### src/rtl/framebuffer_writer_pkg.sv
// rtl/framebuffer_writer_pkg.sv - shared defaults, pixel/write types and FSM encoding for the framebuffer writer
package framebuffer_writer_pkg;

  localparam int DEF_SCREEN_W   = 320;
  localparam int DEF_SCREEN_H   = 240;
  localparam int DEF_RGB_WIDTH  = 8;
  localparam int DEF_FIFO_DEPTH = 8;
  localparam int DEF_ADDR_WIDTH = 20;

  typedef struct packed {
    logic [DEF_RGB_WIDTH-1:0] r;
    logic [DEF_RGB_WIDTH-1:0] g;
    logic [DEF_RGB_WIDTH-1:0] b;
  } color_t;

  typedef struct packed {
    logic [DEF_ADDR_WIDTH-1:0] addr;
    color_t                    data;
  } fb_write_t;

  typedef enum logic [1:0] {
    ST_IDLE   = 2'd0,
    ST_ACTIVE = 2'd1,
    ST_FLUSH  = 2'd2,
    ST_DONE   = 2'd3
  } fb_state_t;

endpackage

### src/rtl/framebuffer_writer_if.sv
// rtl/framebuffer_writer_if.sv - valid/ready framebuffer memory write port
interface framebuffer_writer_if
  import framebuffer_writer_pkg::*;
#(
  parameter int ADDR_WIDTH = DEF_ADDR_WIDTH,
  parameter int DATA_WIDTH = 3 * DEF_RGB_WIDTH
) ();

  logic                  mem_wr_valid;
  logic                  mem_wr_ready;
  logic [ADDR_WIDTH-1:0] mem_wr_addr;
  logic [DATA_WIDTH-1:0] mem_wr_data;

  modport master (
    output mem_wr_valid,
    output mem_wr_addr,
    output mem_wr_data,
    input  mem_wr_ready
  );

  modport slave (
    input  mem_wr_valid,
    input  mem_wr_addr,
    input  mem_wr_data,
    output mem_wr_ready
  );

endinterface

### src/rtl/framebuffer_writer_pixel_fifo.sv
// rtl/framebuffer_writer_pixel_fifo.sv - show-ahead synchronous FIFO holding {addr,color} entries
module framebuffer_writer_pixel_fifo
  import framebuffer_writer_pkg::*;
#(
  parameter int WIDTH = DEF_ADDR_WIDTH + 3 * DEF_RGB_WIDTH,
  parameter int DEPTH = DEF_FIFO_DEPTH
) (
  input  logic             clk,
  input  logic             reset,
  input  logic             push,
  input  logic [WIDTH-1:0] din,
  input  logic             pop,
  output logic [WIDTH-1:0] dout,
  output logic             full,
  output logic             empty
);

  localparam int AW = $clog2(DEPTH);

  logic [WIDTH-1:0] mem [DEPTH];
  // Extra MSB on each pointer distinguishes full from empty when the indices match.
  logic [AW:0]      wr_ptr;
  logic [AW:0]      rd_ptr;

  always_ff @(posedge clk) begin
    if (reset) begin
      wr_ptr <= '0;
      rd_ptr <= '0;
    end else begin
      if (push) wr_ptr <= wr_ptr + 1'b1;
      if (pop)  rd_ptr <= rd_ptr + 1'b1;
    end
  end

  always_ff @(posedge clk) begin
    if (push) mem[wr_ptr[AW-1:0]] <= din;
  end

  assign dout  = mem[rd_ptr[AW-1:0]];
  assign empty = (wr_ptr == rd_ptr);
  assign full  = (wr_ptr[AW] != rd_ptr[AW]) && (wr_ptr[AW-1:0] == rd_ptr[AW-1:0]);

endmodule

### src/rtl/framebuffer_writer.sv
// rtl/framebuffer_writer.sv - raster address generation, pixel buffering and registered framebuffer write port
module framebuffer_writer
  import framebuffer_writer_pkg::*;
#(
  parameter int SCREEN_W   = DEF_SCREEN_W,
  parameter int SCREEN_H   = DEF_SCREEN_H,
  parameter int RGB_WIDTH  = DEF_RGB_WIDTH,
  parameter int FIFO_DEPTH = DEF_FIFO_DEPTH,
  parameter int ADDR_WIDTH = DEF_ADDR_WIDTH
) (
  input  logic                   clk,
  input  logic                   reset,
  input  logic                   frame_start,
  input  logic [ADDR_WIDTH-1:0]  base_addr,
  input  logic [3*RGB_WIDTH-1:0] color_in,
  input  logic                   color_valid,
  framebuffer_writer_if.master   mem_wr,
  output logic                   frame_busy,
  output logic                   frame_done,
  output logic                   overflow
);

  localparam int DATA_W  = 3 * RGB_WIDTH;
  localparam int ENTRY_W = ADDR_WIDTH + DATA_W;
  localparam int XW      = (SCREEN_W > 1) ? $clog2(SCREEN_W) : 1;
  localparam int YW      = (SCREEN_H > 1) ? $clog2(SCREEN_H) : 1;
  localparam logic [XW-1:0] X_LAST = XW'(SCREEN_W - 1);
  localparam logic [YW-1:0] Y_LAST = YW'(SCREEN_H - 1);

  fb_state_t state;
  fb_state_t state_nxt;

  logic [XW-1:0]         x_cnt;
  logic [YW-1:0]         y_cnt;
  logic [ADDR_WIDTH-1:0] pix_addr;
  logic                  last_pixel;
  logic                  start_frame;
  logic                  accept_pixel;

  logic                  fifo_push;
  logic                  fifo_pop;
  logic                  fifo_full;
  logic                  fifo_empty;
  logic [ENTRY_W-1:0]    fifo_dout;

  logic                  out_valid;
  logic [ADDR_WIDTH-1:0] out_addr;
  logic [DATA_W-1:0]     out_data;

  assign last_pixel = (x_cnt == X_LAST) && (y_cnt == Y_LAST);

  always_ff @(posedge clk) begin
    if (reset) state <= ST_IDLE;
    else       state <= state_nxt;
  end

  always_comb begin
    state_nxt = state;
    unique case (state)
      ST_IDLE:   if (frame_start) state_nxt = ST_ACTIVE;
      ST_ACTIVE: if (color_valid && last_pixel) state_nxt = ST_FLUSH;
      ST_FLUSH:  if (fifo_empty && !out_valid) state_nxt = ST_DONE;
      ST_DONE:   state_nxt = ST_IDLE;
      default:   state_nxt = ST_IDLE;
    endcase
  end

  always_comb begin
    frame_busy   = 1'b0;
    frame_done   = 1'b0;
    start_frame  = 1'b0;
    accept_pixel = 1'b0;
    unique case (state)
      ST_IDLE:   start_frame = frame_start;
      ST_ACTIVE: begin
        frame_busy   = 1'b1;
        accept_pixel = color_valid;
      end
      ST_FLUSH:  frame_busy = 1'b1;
      ST_DONE:   frame_done = 1'b1;
      default:   frame_busy = 1'b0;
    endcase
  end

  // A full FIFO still takes a pixel when the output stage drains its head in the same cycle.
  assign fifo_pop  = !fifo_empty && (!out_valid || mem_wr.mem_wr_ready);
  assign fifo_push = accept_pixel && (!fifo_full || fifo_pop);

  // Raster position and address advance on dropped pixels too, so later pixels land correctly.
  always_ff @(posedge clk) begin
    if (reset) begin
      x_cnt    <= '0;
      y_cnt    <= '0;
      pix_addr <= '0;
      overflow <= 1'b0;
    end else if (start_frame) begin
      x_cnt    <= '0;
      y_cnt    <= '0;
      pix_addr <= base_addr;
      overflow <= 1'b0;
    end else if (accept_pixel) begin
      pix_addr <= pix_addr + 1'b1;
      if (x_cnt == X_LAST) begin
        x_cnt <= '0;
        y_cnt <= (y_cnt == Y_LAST) ? '0 : y_cnt + 1'b1;
      end else begin
        x_cnt <= x_cnt + 1'b1;
      end
      if (!fifo_push) overflow <= 1'b1;
    end
  end

  framebuffer_writer_pixel_fifo #(
    .WIDTH (ENTRY_W),
    .DEPTH (FIFO_DEPTH)
  ) u_fifo (
    .clk   (clk),
    .reset (reset),
    .push  (fifo_push),
    .din   ({pix_addr, color_in}),
    .pop   (fifo_pop),
    .dout  (fifo_dout),
    .full  (fifo_full),
    .empty (fifo_empty)
  );

  always_ff @(posedge clk) begin
    if (reset) begin
      out_valid <= 1'b0;
      out_addr  <= '0;
      out_data  <= '0;
    end else if (fifo_pop) begin
      out_valid <= 1'b1;
      out_addr  <= fifo_dout[ENTRY_W-1:DATA_W];
      out_data  <= fifo_dout[DATA_W-1:0];
    end else if (mem_wr.mem_wr_ready) begin
      out_valid <= 1'b0;
    end
  end

  assign mem_wr.mem_wr_valid = out_valid;
  assign mem_wr.mem_wr_addr  = out_addr;
  assign mem_wr.mem_wr_data  = out_data;

endmodule

### src/flat_wrapper.sv
// flat-port wrapper written by rule: the top's interface ports become plain ports
module framebuffer_writer_flat import framebuffer_writer_pkg::*;
#(
  parameter int SCREEN_W   = DEF_SCREEN_W,
  parameter int SCREEN_H   = DEF_SCREEN_H,
  parameter int RGB_WIDTH  = DEF_RGB_WIDTH,
  parameter int FIFO_DEPTH = DEF_FIFO_DEPTH,
  parameter int ADDR_WIDTH = DEF_ADDR_WIDTH
)
  (clk, reset, frame_start, base_addr, color_in, color_valid, frame_busy, frame_done, overflow, mem_wr_mem_wr_valid, mem_wr_mem_wr_addr, mem_wr_mem_wr_data, mem_wr_mem_wr_ready);
  framebuffer_writer_if #(.ADDR_WIDTH(ADDR_WIDTH), .DATA_WIDTH(24)) mem_wr_i ();
  input  logic clk;
  input  logic reset;
  input  logic frame_start;
  input  logic [ADDR_WIDTH-1:0] base_addr;
  input  logic [3*RGB_WIDTH-1:0] color_in;
  input  logic color_valid;
  output logic frame_busy;
  output logic frame_done;
  output logic overflow;
  output wire logic [$bits(mem_wr_i.mem_wr_valid)-1:0] mem_wr_mem_wr_valid;
  output wire logic [$bits(mem_wr_i.mem_wr_addr)-1:0] mem_wr_mem_wr_addr;
  output wire logic [$bits(mem_wr_i.mem_wr_data)-1:0] mem_wr_mem_wr_data;
  input wire logic [$bits(mem_wr_i.mem_wr_ready)-1:0] mem_wr_mem_wr_ready;
  assign mem_wr_mem_wr_valid = mem_wr_i.mem_wr_valid;
  assign mem_wr_mem_wr_addr = mem_wr_i.mem_wr_addr;
  assign mem_wr_mem_wr_data = mem_wr_i.mem_wr_data;
  assign mem_wr_i.mem_wr_ready = mem_wr_mem_wr_ready;
  framebuffer_writer #(.SCREEN_W(SCREEN_W), .SCREEN_H(SCREEN_H), .RGB_WIDTH(RGB_WIDTH), .FIFO_DEPTH(FIFO_DEPTH), .ADDR_WIDTH(ADDR_WIDTH)) u_core (.clk(clk), .reset(reset), .frame_start(frame_start), .base_addr(base_addr), .color_in(color_in), .color_valid(color_valid), .mem_wr(mem_wr_i), .frame_busy(frame_busy), .frame_done(frame_done), .overflow(overflow));
endmodule
### config.mk
export PLATFORM = sky130hd
export DESIGN_NAME = framebuffer_writer_flat
export DESIGN_NICKNAME = d
export VERILOG_FILES = /design/src/rtl/framebuffer_writer_pkg.sv /design/src/rtl/framebuffer_writer_if.sv /design/src/rtl/framebuffer_writer_pixel_fifo.sv /design/src/rtl/framebuffer_writer.sv /design/src/flat_wrapper.sv
export SDC_FILE = /design/constraint.sdc
export NUM_CORES = 1
export LEC_CHECK = 0
export CAP_MARGIN = 25
export CORE_ASPECT_RATIO = 0.6
export CORE_MARGIN = 1
export CORE_UTILIZATION = 60
export CTS_BUF_LIST = sky130_fd_sc_hd__clkbuf_2
export CTS_CLUSTER_SIZE = 16
export DETAILED_ROUTE_END_ITERATION = 8
export HOLD_SLACK_MARGIN = 0.15
export MAX_ROUTING_LAYER = met4
export PLACE_DENSITY = 0.79
export SLEW_MARGIN = 25
export SYNTH_ARGS = -nofsm -noshare
export SYNTH_HDL_FRONTEND = slang
export SYNTH_SLANG_ARGS = --single-unit
### constraint.sdc
create_clock -name clk -period 12.83 [get_ports clk]
set_clock_uncertainty 0.2 [all_clocks]
set_input_delay 2.566 -clock clk [delete_from_list [all_inputs] [get_ports clk]]
set_output_delay 2.566 -clock clk [all_outputs]
set_load 0.03 [all_outputs]
# Yosys cells after proc, flatten, opt, wreduce, memory -nomap -nowiden

Memories as Yosys holds them, arrays and structs flattened. A register that Yosys moved wholly into a read port is not among the register bits.
Cells that the tools add are included.
W data, S select, Z words.

Bits in writable memories: 352
Input bits: 49
Bits in registers: 49
Logic and storage cells: 61
Output and inout bits: 48
Memories: 1

Memories:

| name              | words | bits a word | read ports | clocked after memory_dff | write ports | RTL line                            | text |
|---|---|---|---|---|---|---|---|
| u_core.u_fifo.mem | 8     | 44          | 1          | 1                        | 1           | framebuffer_writer_pixel_fifo.sv:20 | `logic [WIDTH-1:0] mem [DEPTH];` |

Equal/unequal tests: 11
Reduce and logical (&&, ||, !) cells: 19
Add/subtract/negate cells: 5
Bitwise logic cells: 1
Mux-type cells: 16

Operators by type and width:

| kind                    | count |
|---|---|
| $mux W20                | 2 |
| $add A20 B1 Y20 const B | 1 |
| $add A9 B1 Y9 const B   | 1 |
| $eq A9 B9 Y1 const B    | 1 |
| $mux W9                 | 1 |
| $add A4 B1 Y4 const B   | 2 |
| $add A8 B1 Y8 const B   | 1 |
| $eq A8 B8 Y1 const B    | 1 |
| $mux W1                 | 8 |
| $mux W8                 | 1 |
| $pmux W2 S4             | 1 |
| $logic_and A1 B1 Y1     | 6 |
| $mux W2                 | 3 |
| $eq A2 B2 Y1 const B    | 2 |
| $eq A4 B4 Y1            | 1 |
| $ne A2 B1 Y1 const B    | 2 |
| $reduce_and A2 Y1       | 2 |
| $reduce_bool A2 Y1      | 2 |
| $reduce_or A2 Y1        | 2 |
| $eq A3 B3 Y1            | 1 |
| $logic_not A1 Y1        | 3 |
| $reduce_and A3 Y1       | 1 |
| $eq A2 B1 Y1 const B    | 1 |
| $logic_not A2 Y1        | 1 |
| 4 further kinds         | 5 |

# Logic depth before layout (Yosys ltp)

Depth after elaboration: 7
Mapped depth: 8

# Cells and area by module

A second synthesis with hierarchy kept.

Cell total of the unflattened synthesis: 1,029
Area, all modules: 17,426.7 µm²

Modules (own cells, without submodules):

| module                        | area each (µm²) | instances | sequential area each (µm²) | cells each |
|---|---|---|---|---|
| framebuffer_writer_pixel_fifo | 13,735.7        | 1         | 10,790.3                   | 566 |
| framebuffer_writer            | 3,691.0         | 1         | 1,701.6                    | 463 |

# Worst setup path before layout

Ideal clock, no wire load.

Path kind: input to register
Start point: in color_valid
End point: mem u_core.u_fifo.mem[0][0] (netlist bit), enable pin
Stages on the path: 4
Setup slack: 4.789 ns
Arrival time: 7.285 ns
Buffers on the path: 1
Cell sequence: nand2_1 > a21o_1 > buf_2 > nor4_1

Longest elaborated chain between the ends: 4

Ends and longest elaborated chain:

| what                          | RTL line                            | text |
|---|---|---|
| start: declaration            | flat_wrapper.sv:17                  | `input logic color_valid;` |
| $mux W1                       | framebuffer_writer.sv:73            | `unique case (state)` |
| $logic_and A1 B1 Y1           | framebuffer_writer.sv:87            | `assign fifo_push = accept_pixel && (!fifo_full \|\| fifo_pop);` |
| $mux W1                       | framebuffer_writer_pixel_fifo.sv:36 | `if (push) mem[wr_ptr[AW-1:0]] <= din;` |
| $mux W1 (not written as such) | framebuffer_writer_pixel_fifo.sv:36 |  |
| end: declaration              | framebuffer_writer_pixel_fifo.sv:20 |  |

No other way between the ends.

# Final worst setup path

Start point: reg u_core.state[0]
End point: out frame_busy

Longest elaborated chain between the ends: 3
Elaborated cells on any way between the ends: 4

Ends and longest elaborated chain:

| what                                                | RTL line                 | text |
|---|---|---|
| start: declaration                                  | framebuffer_writer.sv:30 | `fb_state_t state;` |
| start signal: assignment                            | framebuffer_writer.sv:54 | `else state <= state_nxt;` |
| $eq A2 B2 Y1 / $eq A2 B1 Y1 (equally long branches) | framebuffer_writer.sv:73 |  |
| $reduce_or A2 Y1 (no source line) *                 | n/a                      |  |
| $mux W1 *                                           | framebuffer_writer.sv:73 |  |
| end: declaration                                    | flat_wrapper.sv:18       | `output logic frame_busy;` |

Every way passes the cells marked *; elsewhere a longest branch is shown, timed or not.

==> metrics.yaml <==
grt_max_degree: 76
rsz0062_at_grt: "no"
h-tree-depth: 3
syn_to_final_growth_pct: 13.3
place_congestion: 0.772
via_count: 9272
grt_overflow: 0
postSynthCellCount: 951
cts_hold_buf: 0
viasPerCell: 5.95
crit_type: "reg2out"
pwr-share-seq_pct: 52.8
yosysTopAreaCell: "edfxtp_1"
final_cells: 1559
slew_headroom_pct: 35.7
post-place-ws_ps: 7120
cpPeakStageDelay_ps: 660
synth_edf_count: 352
place_inst: 1381
cts_tree: "done"
violations: "design-rule violations"
synth_cell_types: 45
pin_count: 97
slew_violations: 0
rows: 47
power_density_mw_per_mm2: 177
clk_path_buf_depth: 3
met1Wirelength_um: 15500
seq_area_frac_synth_pct: 72.7
cts.sinks: 445
dieArea_mm2: 0.0292
min_path_type: "reg2reg"
grt_antenna_before_repair: 1
track_usage_pct: 25.4
async_flop_share_pct: 0
initial_utilization_pct: 61.5
power_frac_comb_pct: 22.7
die_y_um: 133
nNetsFinal: 1169
clock_power_share_pct: 24.4
crit_slowest_cell: "clkdlybuf4s50_1"
hpwl_um: 19700
drt_iter0_drc: 852
finalSetupViolations: 0
drv_cap: 0
fillers: 1828
cts_setup_buffers: 0
highest_layer: "met4"
synth_ff_type: "edfxtp_1"
drc_errors: 5
final.setup.worst_slack_ps: 7670
start_kind: "flop"
core_region_area_mm2: 0.0278
drtPass1Iterations: 7
period_minus_slack_ps: 5160
finalSetupTns_ps: 0
switchingPower_uw: 1090
synth_top_area_share_pct: 61.8
p_sw_share_pct: 31.6
period_share_pct: 40.2
critPathArrivalTime_ps: 2400
cp_num_buf_inv: 2
ys_seq_elements: 445
ys_warn_count: 0
critical_path_peak_fanout: 4
ant_nets: 0
critPathCaptureType: "primary output"
cp.required_ps: 10060
path_clk_slew_ps: 100
worst_slew_pin_slew_ps: 965
clock_latency_ps: 980
ctsResizeCount: 0
die_w_um: 220
dr_wl_met3_um: 2700
ir_drop_mv: 0.0884
hold_viol: 0
synth_nets: 1010
cp_top_family: "buffers and inverters"
synth.avg_cell_area_um2: 18.0
crit_chain: "inv_1 -> ha_1 -> clkdlybuf4s50_1"
cts_made_buffers: 94
synthesis.area_mm2: 0.0171
layout-drive-gt1-share_pct: 24.8
wl_met2_um: 15500
regArea_mm2: 0.0124
wirelength_um: 34200
grt_pass1_wl_um: 52900
status: "complete, but fails checks"
p_leak_uw: 0.00627
multi_input_area_mm2: 0.00447
routedWlPerCell_um: 21.9
io_buffers: 96
intPower_uw: 2350
grt_pass1_vias: 9297
synthTopCellsByArea: "edfxtp_1 (62%), mux4_2 (12%), dfxtp_1 (11%)"
fmax_ghz: 0.194
cts-root-buf: "clkbuf_2"
## stage by stage
stage	instance area, um^2	hold WS (ps)	util [%]	power [uW]
2_1_floorplan	17100	266	-	2370
3_3_place_gp	18500	281	66.6	2620
3_5_place_dp	18500	292	66.6	2640
4_1_cts	19400	306	69.7	3470
5_1_grt	19400	323	69.7	3620
6_report	19400	301	69.7	3440
## Yosys cell counts (4+ instances only)
library cell	count
edfxtp_1	352
a31oi_1	4
xor2_1	20
o21ai_0	8
and3_1	7
a311oi_1	6
inv_1	8
clkbuf_1	25
buf_2	19
mux4_2	88
dfxtp_1	93
or3_1	6
mux2i_1	47
ha_1	10
buf_1	8
nand3_1	5
nor2_1	91
a211oi_1	59
nand4_1	11
nand2b_1	5
nand2_1	21
xnor2_1	18
nor3_1	9
## worst reg2reg max path: cells and delay by family (launching register included)
| kind | cells | cell delay [ps] |
|---|---|---|
| adders and majority gates | 1 | 400 |
| and+or+nand+nor | 3 | 1170 |
| buffers and inverters | 2 | 660 |
| DFF | 1 | 340 |
| AOI/OAI and AO/OA | 1 | 420 |
## sequential cells by signal (all words and copies together) (netlist names)
signal                      cells
u_core.state                    2
u_core.y_cnt                    8
u_core.mem_wr.mem_wr_data      24
u_core.u_fifo.rd_ptr            4
u_core.mem_wr.mem_wr_addr      20
u_core.u_fifo.wr_ptr            4
u_core.mem_wr.mem_wr_valid      1
u_core.pix_addr                20
u_core.overflow                 1
u_core.x_cnt                    9
u_core.u_fifo.mem             352
## path summary, 6_finish.rpt
kind,to,cells after the start,slack (ps),start
setup / recovery,frame_busy,3,7670,u_core.state[0]
hold / removal,u_core.mem_wr.mem_wr_data[1],2,300,u_core.mem_wr.mem_wr_data[1]
setup reg to reg,u_core.u_fifo.mem[6][23],7,9290,u_core.state[1]
hold reg to reg,u_core.mem_wr.mem_wr_data[1],2,300,u_core.mem_wr.mem_wr_data[1]
## per-layer routing
layer	up-vias	track usage, %
met1	4712	37.1
met5	-	-
li1	4150	-
met2	369	35.6
met4	0	6.97
met3	41	6.90
## cell families (layout without fill, tap and decap cells)
group                    after synthesis  count (layout)  synth area share [%]
AND/OR/NAND/NOR                      174             174                  4.92
AO/OA/AOI/OAI                         86              86                  3.83
other                                  0               1                     0
buffers and inverters                 63             303                  1.57
XOR/XNOR                              38              38                  1.95
flip-flops                           445             445                  72.7
adder cells (fa/ha/maj)               10              10                 0.731
multiplexers                         135             135                  14.3
## cell usage in the layout, fill, tap and decap left out, drive strengths merged, types with 10 or more instances in the layout
| cell type | Yosys | layout |
|---|---|---|
| edfxtp | 352 | 352 |
| clkbuf | 26 | 156 |
| clkdlybuf4s50 | 0 | 95 |
| dfxtp | 93 | 93 |
| nor2 | 91 | 91 |
| mux4 | 88 | 88 |
| a211oi | 59 | 59 |
| mux2i | 47 | 47 |
| buf | 29 | 23 |
| nand2 | 21 | 21 |
| xor2 | 20 | 20 |
| xnor2 | 18 | 18 |
| clkinv | 0 | 17 |
| nand4 | 13 | 13 |
| inv | 8 | 12 |
| ha | 10 | 10 |
## layout make-up
type                       instances  share of cell area, %
multi-input combinational        443                   23.0
clock inverter                    21                  0.420
tap                              367                   2.37
sequential                       445                   64.2
antenna                            1                 0.0129
clock buffer                     156                   4.03
timing repair buffer             118                   5.78
inverter                           8                  0.155
## power by group through the flow
stage	Combinational, uW	Sequential, uW	Clock, uW
3_3_place_gp	773	1840	0
4_1_cts	789	1820	862
5_1_grt	846	1830	935
6_report	782	1820	841
2_1_floorplan	488	1880	0
3_5_place_dp	784	1850	0
Power figures use the tool's default switching activity.
